$ cat config.mk
export PLATFORM = sky130hd
export DESIGN_NAME = full_adder_32bit
export DESIGN_NICKNAME = d
export VERILOG_FILES = /design/src/rtl/adder_pkg.sv /design/src/rtl/full_adder_1bit.sv /design/src/rtl/full_adder_32bit.sv
export SDC_FILE = /design/constraint.sdc
export NUM_CORES = 1
export LEC_CHECK = 0
export CORE_MARGIN = 1
export CORE_UTILIZATION = 58
export DETAILED_ROUTE_END_ITERATION = 6
export DONT_BUFFER_PORTS = 1
export GPL_TIMING_DRIVEN = 0
export HOLD_SLACK_MARGIN = 0.06
export PLACE_DENSITY = 0.85
export SYNTH_ARGS = -nofsm -noshare
export SYNTH_HDL_FRONTEND = slang
export SYNTH_HIERARCHICAL = 1
export SYNTH_SLANG_ARGS = --single-unit
$ cat constraint.sdc
create_clock -name clk -period 2.2 [get_ports clk]
set_input_delay 0.22 -clock clk [delete_from_list [all_inputs] [get_ports clk]]
set_output_delay 0.22 -clock clk [all_outputs]
set_load 0.02 [all_outputs]
$ cat src/rtl/adder_pkg.sv
// Shared constants and types for the registered ripple-carry adder.
package adder_pkg;

    localparam int DEFAULT_WIDTH = 32;

    typedef logic [DEFAULT_WIDTH-1:0] sum_t;

endpackage

$ cat src/rtl/full_adder_1bit.sv
// Single-bit full-adder cell; chained by full_adder_32bit into a ripple adder.
module full_adder_1bit (
    input  logic a,
    input  logic b,
    input  logic cin,
    output logic s,
    output logic cout
);

    logic halfSum;

    assign halfSum = a ^ b;
    assign s       = halfSum ^ cin;
    assign cout    = (a & b) | (cin & halfSum);

endmodule

$ cat src/rtl/full_adder_32bit.sv
// Registered A+B+Cin ripple-carry adder with carry-out and signed overflow.
// One clock of latency, one operation per cycle, no backpressure.
module full_adder_32bit
    import adder_pkg::*;
#(
    parameter int WIDTH = DEFAULT_WIDTH
) (
    input  logic             clk,
    input  logic             rst,
    input  logic [WIDTH-1:0] A,
    input  logic [WIDTH-1:0] B,
    input  logic             Cin,
    input  logic             in_valid,
    output logic [WIDTH-1:0] Sum,
    output logic             Cout,
    output logic             Overflow,
    output logic             out_valid
);

    logic [WIDTH:0]   carry;
    logic [WIDTH-1:0] sum_d;
    logic             cout_d;
    logic             overflow_d;

    logic [WIDTH-1:0] sum_q;
    logic             cout_q;
    logic             overflow_q;
    logic             valid_q;

    assign carry[0] = Cin;

    for (genvar i = 0; i < WIDTH; i++) begin : g_ripple
        full_adder_1bit u_cell (
            .a    (A[i]),
            .b    (B[i]),
            .cin  (carry[i]),
            .s    (sum_d[i]),
            .cout (carry[i+1])
        );
    end

    // Signed overflow: the carry into the MSB disagrees with the carry out of it.
    assign cout_d     = carry[WIDTH];
    assign overflow_d = carry[WIDTH-1] ^ carry[WIDTH];

    // Outputs load every edge; consumers qualify them with out_valid.
    always_ff @(posedge clk or posedge rst) begin
        if (rst) begin
            sum_q      <= '0;
            cout_q     <= 1'b0;
            overflow_q <= 1'b0;
            valid_q    <= 1'b0;
        end else begin
            sum_q      <= sum_d;
            cout_q     <= cout_d;
            overflow_q <= overflow_d;
            valid_q    <= in_valid;
        end
    end

    assign Sum       = sum_q;
    assign Cout      = cout_q;
    assign Overflow  = overflow_q;
    assign out_valid = valid_q;

endmodule

==> results.py, run 1 <==
metrics = {
    "sta": {
        "rsz0062_at_grt": "true",
        "relSlewSlack_pct": 72.1,
        "fmax_ghz": 0.0875,
        "final.period_utilization_pct": 519,
        "fin_crit_ps": 11430,
        "worst_slack_ps": -9230,
        "maxSlewViolCount": 0,
        "tightestPinTransition_ps": 415,
        "hold_violations": 0,
        "setup-violations-final": 29,
    },
    "synthesis": {
        "synth-xor-area-share_pct": 0.573,
        "syn-num-nets": 169,
        "synth_cells": 69,
        "synth_compound_area_share_pct": 0,
        "async_reset_ff_share_pct": 100,
        "yosysTopAreaCell": "dfrtp_1",
        "synthTopCellsByArea": "dfrtp_1, fa_1, xor2_1",
        "synth-warning-count": 6,
        "ys_top_cells_by_count": "dfrtp_1, fa_1, inv_1, xor2_1",
        "syn_area_um2": 1530,
        "yosys.area_share.adder_pct": 41.9,
        "syn_area_per_cell_um2": 22.2,
        "synth-simple-area-share_pct": 0,
        "synth_top_area_share_pct": 57.3,
        "seq_area_frac_synth_pct": 57.3,
        "synth_top_family_by_area": "adder cells",
        "synth_cell_types": 4,
        "ys_ff_latch": 35,
        "synth_flop_cell": "dfrtp_1",
        "yosysMostFrequentCell": "dfrtp_1",
        "synth_edf_count": 0,
        "muxShareOfSynthArea_pct": 0,
    },
    "cts": {
        "tritoncts.num_buffers": 5,
        "cts-root-buf": "clkbuf_4",
        "cts.path.max_buffers": 2,
        "cts.sinks": 35,
        "clk_pin_slew_ps": 100,
        "cts_max_level": 2,
        "cts_tree": "built",
    },
    "final_layout": {
        "fin_cells": 111,
        "nNetsFinal": 180,
        "drive_gt1_share_pct": 49.4,
        "antennaDiodeCount": 0,
        "multiInputGateArea_um2": 729,
        "seqCellArea_um2": 876,
        "utilization_pct": 70.7,
        "area_growth_syn_to_layout_pct": 14.6,
        "n_fill_cell": 146,
    },
    "placed_design": {
        "gp_congestion": 0.583,
        "dp.cells": 99,
        "detailed_place_hpwl_um": 2020,
        "portBuffers": 0,
    },
    "worst_setup_path": {
        "crit_arrival_ps": 11650,
        "startpoint_type": "input pin",
        "endpoint_kind": "flip-flop",
        "crit_type": "input pin to flip-flop",
        "slowest_stage": "fa_2",
        "cpPeakStageDelay_ps": 370,
        "cpMostUsedCell": "fa_2",
        "worstPathMaxFanout": 2,
        "cp.required_ps": 2420,
    },
    "routing": {
        "wirelength_um": 2490,
        "dr_total_vias": 615,
        "viasPerCell": 5.54,
        "dr.pass1.iters": 4,
        "drcViolationCount": 0,
        "routedWlPerCell_um": 22.5,
        "drtIter0Drc": 7,
        "ant_nets": 0,
    },
    "die": {
        "num_rows": 18,
        "die_y_um": 53.3,
        "die_w_um": 53.3,
        "core_um2": 2480,
        "design.die.area_um2": 2850,
        "pin_count": 103,
        "initial_core_util_pct": 61.7,
    },
    "status": {
        "status": "finished, violations left",
        "violations": "negative setup slack",
    },
    "grt": {
        "grt_use_total_pct": 18.2,
        "antenna_found_initial": 0,
        "grt_pass1_vias": 665,
        "grt_max_degree": 36,
        "grt_first_pass_wirelength_um": 3140,
        "overflow": 0,
    },
    "run": {
        "maxCapViolCount": 0,
    },
    "worst_hold_path": {
        "min_path_type": "input pin to flip-flop",
    },
    "power_and_ir_drop": {
        "ir_worst_vdd_mv": 0.666,
        "power_density_nw_per_um2": 847,
        "p_leak_nw": 0.676,
    },
}
[metrics by stage]
step / setup slack [ps] / power, W / hold WS (ps) / area (µm²) / setup TNS (ps)
after detailed placement: -9610 / 0.00117 / 252 / 1650 / -152520
after CTS: -9210 / 0.00148 / 74.0 / 1710 / -142280
final: -9230 / 0.00148 / 80.1 / 1750 / -142790
after global placement: -9450 / 0.00113 / 252 / 1650 / -149620
after global routing: -9420 / 0.00157 / 59.5 / 1750 / -145220
after floorplan: -9250 / 0.00109 / 251 / 1610 / -146360
[power breakdown]
| group | switching (W) | total (W) | internal (W) |
|---|---|---|---|
| Sequential | 0.000216 | 0.000982 | 0.000767 |
| Clock | 0.000195 | 0.000319 | 0.000124 |
| Combinational | 0.0000854 | 0.000183 | 0.0000973 |
[path summary, 6_finish.rpt]
path                        from                  to  slack, ps  depth (start not counted)
worst min-delay path       B[22]   Sum[22]$_DFF_PP0_         80                          1
max in group asynchronous    rst   Sum[26]$_DFF_PP0_       1490                          3
worst max-delay path        A[0]  Overflow$_DFF_PP0_      -9230                         33
min in group asynchronous    rst   Sum[17]$_DFF_PP0_        280                          2
[registers in the layout, summed over array words and instances (netlist names)]
| name | flops |
|---|---|
| Sum | 32 |
| Cout | 1 |
| Overflow | 1 |
| out_valid | 1 |
[worst max-delay path: cells and delay by family]
kind / cells / cell delay [ps]
adder cells (fa/ha/maj): 32 / 11230
XOR/XNOR: 1 / 180
[cells by family (layout without fill, tap and decap cells)]
| family | count (synthesis) | in the layout |
|---|---|---|
| flip-flops | 35 | 35 |
| adder cells (fa/ha/maj) | 32 | 32 |
| buffers and inverters | 1 | 13 |
| XOR/XNOR | 1 | 1 |
[repair_timing]
action,CTS,global route
hold buffers,1,1
gates resized for setup,0,0
hold endpoints to repair,1,36
endpoints found under the setup margin,29,29
setup buffers,0,1
pin swaps,1,0
[layer usage]
| layer | part of all wire, % | routed length (µm) | GRT usage [%] |
|---|---|---|---|
| met3 | 10 | 259 | 7.47 |
| met4 | 2.6 | 66 | 15.4 |
| met1 | 32 | 790 | 18.2 |
| met2 | 55 | 1380 | 29.0 |
| met5 | 0 | 0 | 0 |
[cell type report]
| cell class | instances | area share, % |
|---|---|---|
| clock buffers | 7 | 2.57 |
| multi-input cells | 33 | 41.6 |
| clock inverters | 1 | 0.286 |
| well taps | 30 | 2.14 |
| flip-flops and latches | 35 | 50.0 |
| inverters | 1 | 0.214 |
| repair buffers | 4 | 3.14 |
[layout by cell type (no fill, tap or decap)]
cell type,n
buf_16,1
buf_4,1
clkbuf_1,2
clkbuf_4,5
clkinv_1,1
clkinv_2,1
dfrtp_1,35
dlygate4sd3_1,2
fa_2,32
xor2_1,1
Note: power is estimated with default switching activity, not from simulation.
==> run 2, diff against run 1 <==
--- a/config.mk
+++ b/config.mk
@@ -5,13 +5,16 @@
 export SDC_FILE = /design/constraint.sdc
 export NUM_CORES = 1
 export LEC_CHECK = 0
+export CAP_MARGIN = 20
 export CORE_MARGIN = 1
 export CORE_UTILIZATION = 58
+export CTS_BUF_LIST = sky130_fd_sc_hd__clkbuf_8
 export DETAILED_ROUTE_END_ITERATION = 6
 export DONT_BUFFER_PORTS = 1
 export GPL_TIMING_DRIVEN = 0
 export HOLD_SLACK_MARGIN = 0.06
 export PLACE_DENSITY = 0.85
+export REMOVE_ABC_BUFFERS = 1
 export SYNTH_ARGS = -nofsm -noshare
 export SYNTH_HDL_FRONTEND = slang
 export SYNTH_HIERARCHICAL = 1
==> results.py, run 2 (synthesis results as in run 1) <==
metrics = {
    "status": {
        "status": "finished, violations left",
        "violations": "negative setup slack",
    },
    "sta": {
        "rsz0062_at_grt": "true",
        "setup-violations-final": 29,
        "tightestPinTransition_ps": 645,
        "tns_ps": -144130,
        "relSlewSlack_pct": 57.0,
        "fin_crit_ps": 11470,
        "maxSlewViolCount": 0,
        "hold_violations": 0,
        "fmax_ghz": 0.0872,
        "worst_slack_ps": -9270,
        "final.period_utilization_pct": 521,
    },
    "grt": {
        "grt_use_total_pct": 18.2,
        "grt_max_degree": 21,
        "overflow": 0,
        "antenna_found_initial": 0,
        "grt_pass1_vias": 725,
        "grt_first_pass_wirelength_um": 3220,
    },
    "worst_setup_path": {
        "worstPathMaxFanout": 2,
        "path_depth": 33,
        "worstPathBufferInverterCount": 0,
        "cpMostUsedCell": "fa_2",
        "slowest_stage": "fa_2",
        "endpoint_kind": "flip-flop",
        "startpoint_type": "input pin",
        "crit_arrival_ps": 11630,
        "crit_type": "input pin to flip-flop",
        "crit_family": "adder cells",
        "cpPeakStageDelay_ps": 380,
        "cp.required_ps": 2360,
    },
    "routing": {
        "dr_total_vias": 629,
        "wirelength_um": 2410,
        "dr.pass1.iters": 4,
        "drcViolationCount": 0,
        "drtIter0Drc": 5,
        "viasPerCell": 5.57,
        "ant_nets": 0,
        "routedWlPerCell_um": 21.3,
    },
    "cts": {
        "clk_pin_slew_ps": 70,
        "cts_max_level": 2,
        "tritoncts.num_buffers": 5,
        "cts_tree": "built",
        "cts-root-buf": "clkbuf_8",
        "cts.sinks": 35,
        "cts.path.max_buffers": 2,
    },
    "die": {
        "die_y_um": 53.3,
        "initial_core_util_pct": 61.7,
        "die_w_um": 53.3,
        "num_rows": 18,
        "core_um2": 2480,
        "design.die.area_um2": 2850,
        "pin_count": 103,
    },
    "power_and_ir_drop": {
        "ir_worst_vdd_mv": 0.663,
        "p_total_w": 0.00157,
        "combPwrFrac_pct": 11.5,
        "p_leak_nw": 0.711,
        "p_sw_share_pct": 31.3,
        "clkPwrFrac_pct": 26.1,
        "p_int_w": 0.00108,
        "power_density_nw_per_um2": 874,
        "pwr-share-seq_pct": 62.4,
        "netSwitchingPower_w": 0.000492,
    },
    "final_layout": {
        "drive_gt1_share_pct": 50.6,
        "final_common_cell": "dfrtp_1",
        "fin_cells": 113,
        "utilization_pct": 72.6,
        "most-common-layout-cells": "dfrtp_1, fa_2, clkbuf_8",
        "largest_reg_flops": 32,
        "n_fill_cell": 144,
        "nNetsFinal": 182,
        "seqCellArea_um2": 876,
        "final_area_um2": 1800,
        "area_growth_syn_to_layout_pct": 17.6,
        "multiInputGateArea_um2": 729,
        "antennaDiodeCount": 0,
    },
    "worst_hold_path": {
        "worstHoldStart": "B[22]",
        "whs_path_depth": 1,
        "holdPathEnd": "Sum[22]$_DFF_PP0_",
        "min_path_type": "input pin to flip-flop",
    },
    "placed_design": {
        "portBuffers": 0,
        "dp.cells": 100,
        "place_area_um2": 1590,
        "gp_congestion": 0.644,
    },
    "run": {
        "maxCapViolCount": 0,
    },
}
[run 2: cell types whose count changed in the layout (fill, tap and decap cells not counted), sizes merged]
| cell | before | now |
|---|---|---|
| inv | 0 | 3 |
| buf | 2 | 4 |
| clkbuf | 7 | 5 |
| clkinv | 2 | 1 |
[run 2: cell type report]
| type | count | area share (%) |
|---|---|---|
| Sequential cell | 35 | 48.7 |
| Timing Repair Buffer | 6 | 3.90 |
| Multi-Input combinational cell | 33 | 40.6 |
| Tap cell | 30 | 2.09 |
| Inverter | 1 | 0.209 |
| Clock inverter | 3 | 0.696 |
| Clock buffer | 5 | 3.83 |
[run 2: power by group through the flow]
stage                     clock network [W]  registers, W  logic (W)
after global routing               0.000457      0.000999   0.000211
final                              0.000410      0.000981   0.000180
after floorplan                           0      0.000977   0.000102
after detailed placement                  0      0.000994   0.000157
after global placement                    0      0.000993   0.000128
after CTS                          0.000423      0.000984   0.000184
[run 2: repair_timing]
item | in CTS | in global routing
endpoints found under the setup margin | 29 | 29
endpoints found under the hold margin | 16 | 0
hold buffers | 2 | 0
pin swaps | 5 | 4
resized for setup | 32 | 0
buffers inserted | 2 | 1
[run 2: worst max-delay path by stage]
stage	to	slack [ps]	startpoint
2_1_floorplan	Overflow$_DFF_PP0_	-10550	A[0]
3_3_place_gp	Overflow$_DFF_PP0_	-10830	A[0]
3_5_place_dp	Overflow$_DFF_PP0_	-11130	A[0]
4_1_cts	Overflow$_DFF_PP0_	-9410	A[0]
5_1_grt	Overflow$_DFF_PP0_	-9490	A[0]
6_report	Overflow$_DFF_PP0_	-9270	A[0]
[run 2: per-stage QoR]
step / setup slack [ps] / hold WS [ps]
floorplan: -10550 / 251
global route: -9490 / 131
CTS: -9410 / 135
detailed placement: -11130 / 234
global placement: -10830 / 252
finish: -9270 / 147
[run 2: routing by layer]
layer  routed length [µm]  global-route usage, %  vias to the layer above
met3                  267                   8.91                        2
met4                   12                   9.21                        0
met2                 1430                   33.3                       60
li1                     -                      -                      232
met1                  698                   15.7                      335
met5                    0                      0                        -
==> run 3, diff against run 2 <==
--- a/config.mk
+++ b/config.mk
@@ -7,13 +7,13 @@
 export LEC_CHECK = 0
 export CAP_MARGIN = 20
 export CORE_MARGIN = 1
-export CORE_UTILIZATION = 58
+export CORE_UTILIZATION = 35
 export CTS_BUF_LIST = sky130_fd_sc_hd__clkbuf_8
 export DETAILED_ROUTE_END_ITERATION = 6
 export DONT_BUFFER_PORTS = 1
 export GPL_TIMING_DRIVEN = 0
 export HOLD_SLACK_MARGIN = 0.06
-export PLACE_DENSITY = 0.85
+export PLACE_DENSITY = 0.6
 export REMOVE_ABC_BUFFERS = 1
 export SYNTH_ARGS = -nofsm -noshare
 export SYNTH_HDL_FRONTEND = slang
==> results.py, run 3 (synthesis results as in run 1) <==
metrics = {
    "sta": {
        "setup-violations-final": 29,
        "fin_crit_ps": 11470,
        "final.period_utilization_pct": 521,
        "tightestPinTransition_ps": 705,
        "worst_slack_ps": -9270,
        "fmax_ghz": 0.0872,
        "hold_violations": 0,
        "relSlewSlack_pct": 53.0,
        "tns_ps": -144550,
        "rsz0062_at_grt": "true",
        "maxSlewViolCount": 0,
    },
    "worst_hold_path": {
        "min_path_type": "input pin to flip-flop",
        "whs_path_depth": 1,
    },
    "power_and_ir_drop": {
        "p_leak_nw": 0.701,
        "ir_worst_vdd_mv": 0.325,
        "p_total_w": 0.00158,
        "power_density_nw_per_um2": 876,
    },
    "final_layout": {
        "antennaDiodeCount": 0,
        "final_area_um2": 1810,
        "area_growth_syn_to_layout_pct": 18.2,
        "n_fill_cell": 366,
        "drive_gt1_share_pct": 49.4,
        "utilization_pct": 44.2,
        "most-common-layout-cells": "dfrtp_1, fa_2, clkbuf_8",
        "largest_reg_flops": 32,
        "fin_cells": 131,
        "final_common_cell": "dfrtp_1",
        "nNetsFinal": 180,
    },
    "routing": {
        "wirelength_um": 2630,
        "ant_nets": 0,
        "dr_total_vias": 631,
        "drtIter0Drc": 17,
        "drcViolationCount": 0,
        "dr.pass1.iters": 2,
        "viasPerCell": 4.82,
        "routedWlPerCell_um": 20.1,
    },
    "worst_setup_path": {
        "crit_arrival_ps": 11640,
        "cpPeakStageDelay_ps": 380,
        "slowest_stage": "fa_2",
        "cp.required_ps": 2380,
        "endpoint_kind": "flip-flop",
        "cpMostUsedCell": "fa_2",
        "startpoint_type": "input pin",
        "worstPathMaxFanout": 2,
        "crit_type": "input pin to flip-flop",
    },
    "cts": {
        "cts.path.max_buffers": 2,
        "cts-root-buf": "clkbuf_8",
        "tritoncts.num_buffers": 5,
        "cts_max_level": 2,
        "cts.sinks": 35,
        "clk_pin_slew_ps": 70,
        "cts_tree": "built",
    },
    "placed_design": {
        "detailed_place_hpwl_um": 2130,
        "portBuffers": 0,
        "place_area_um2": 1620,
        "dp.cells": 120,
        "gp_congestion": 0.648,
    },
    "die": {
        "num_rows": 23,
        "initial_core_util_pct": 37.4,
        "design.die.area_um2": 4640,
        "die_y_um": 68.1,
        "core_um2": 4090,
        "pin_count": 103,
        "die_w_um": 68.1,
    },
    "grt": {
        "grt_max_degree": 20,
        "grt_use_total_pct": 12.9,
        "overflow": 0,
        "antenna_found_initial": 0,
        "grt_first_pass_wirelength_um": 3890,
        "grt_pass1_vias": 790,
    },
    "run": {
        "maxCapViolCount": 0,
    },
    "status": {
        "violations": "negative setup slack",
        "status": "finished, violations left",
    },
}
run 3: changes by cell type in the layout (fill, tap and decap cells not counted):
cell and delta:
buf_4 -2
run 3: cell type report:
type / instances / area [µm²] / area share [%]
Clock inverter: 3 / 12.5 / 0.692
Timing Repair Buffer: 4 / 55.1 / 3.04
Multi-Input combinational cell: 33 / 729 / 40.3
Clock buffer: 5 / 68.8 / 3.81
Sequential cell: 35 / 876 / 48.4
Tap cell: 50 / 62.6 / 3.46
Inverter: 1 / 3.75 / 0.208
run 3: worst max-delay path: cells and delay by family:
family,cells,cell delay (ps)
fa+ha+maj,32,11260
xor+xnor,1,160
run 3: through the flow:
step	setup slack [ps]	hold slack (ps)
finish	-9270	133
global route	-9560	114
CTS	-9380	126
detailed placement	-11180	252
global placement	-10990	251
floorplan	-10550	251
run 3: report_power, final:
part	total [W]	internal [W]	switching [W]	leakage [nW]
Sequential	0.000983	0.000768	0.000215	0.408
Combinational	0.000169	0.0000907	0.0000781	0.243
Clock	0.000433	0.000213	0.000220	0.0505
Total	0.00158	0.00107	0.000513	0.701
run 3: routing by layer:
layer / part of all wire [%] / track usage, % / routed length [µm]
met5: 0 / 0 / 0
met4: 1.8 / 6.25 / 48
met3: 11 / 6.50 / 281
met2: 56 / 22.4 / 1470
met1: 32 / 12.7 / 831
run 3: what timing repair did:
| item | in CTS | in global routing |
|---|---|---|
| setup endpoints to repair | 29 | 29 |
| pin swaps | 4 | 3 |
| gates resized for setup | 32 | 0 |
| hold buffers | 2 | 0 |
| setup buffers | 1 | 0 |
| hold endpoints to repair | 17 | 0 |
| cloned | 0 | 0 |
run 3: path summary, 6_finish.rpt:
kind	start	endpoint	slack, ps
max in group asynchronous	rst	Sum[7]$_DFF_PP0_	1170
worst max-delay path	A[0]	Overflow$_DFF_PP0_	-9270
min in group asynchronous	rst	out_valid$_DFF_PP0_	500
worst min-delay path	B[15]	Sum[15]$_DFF_PP0_	130
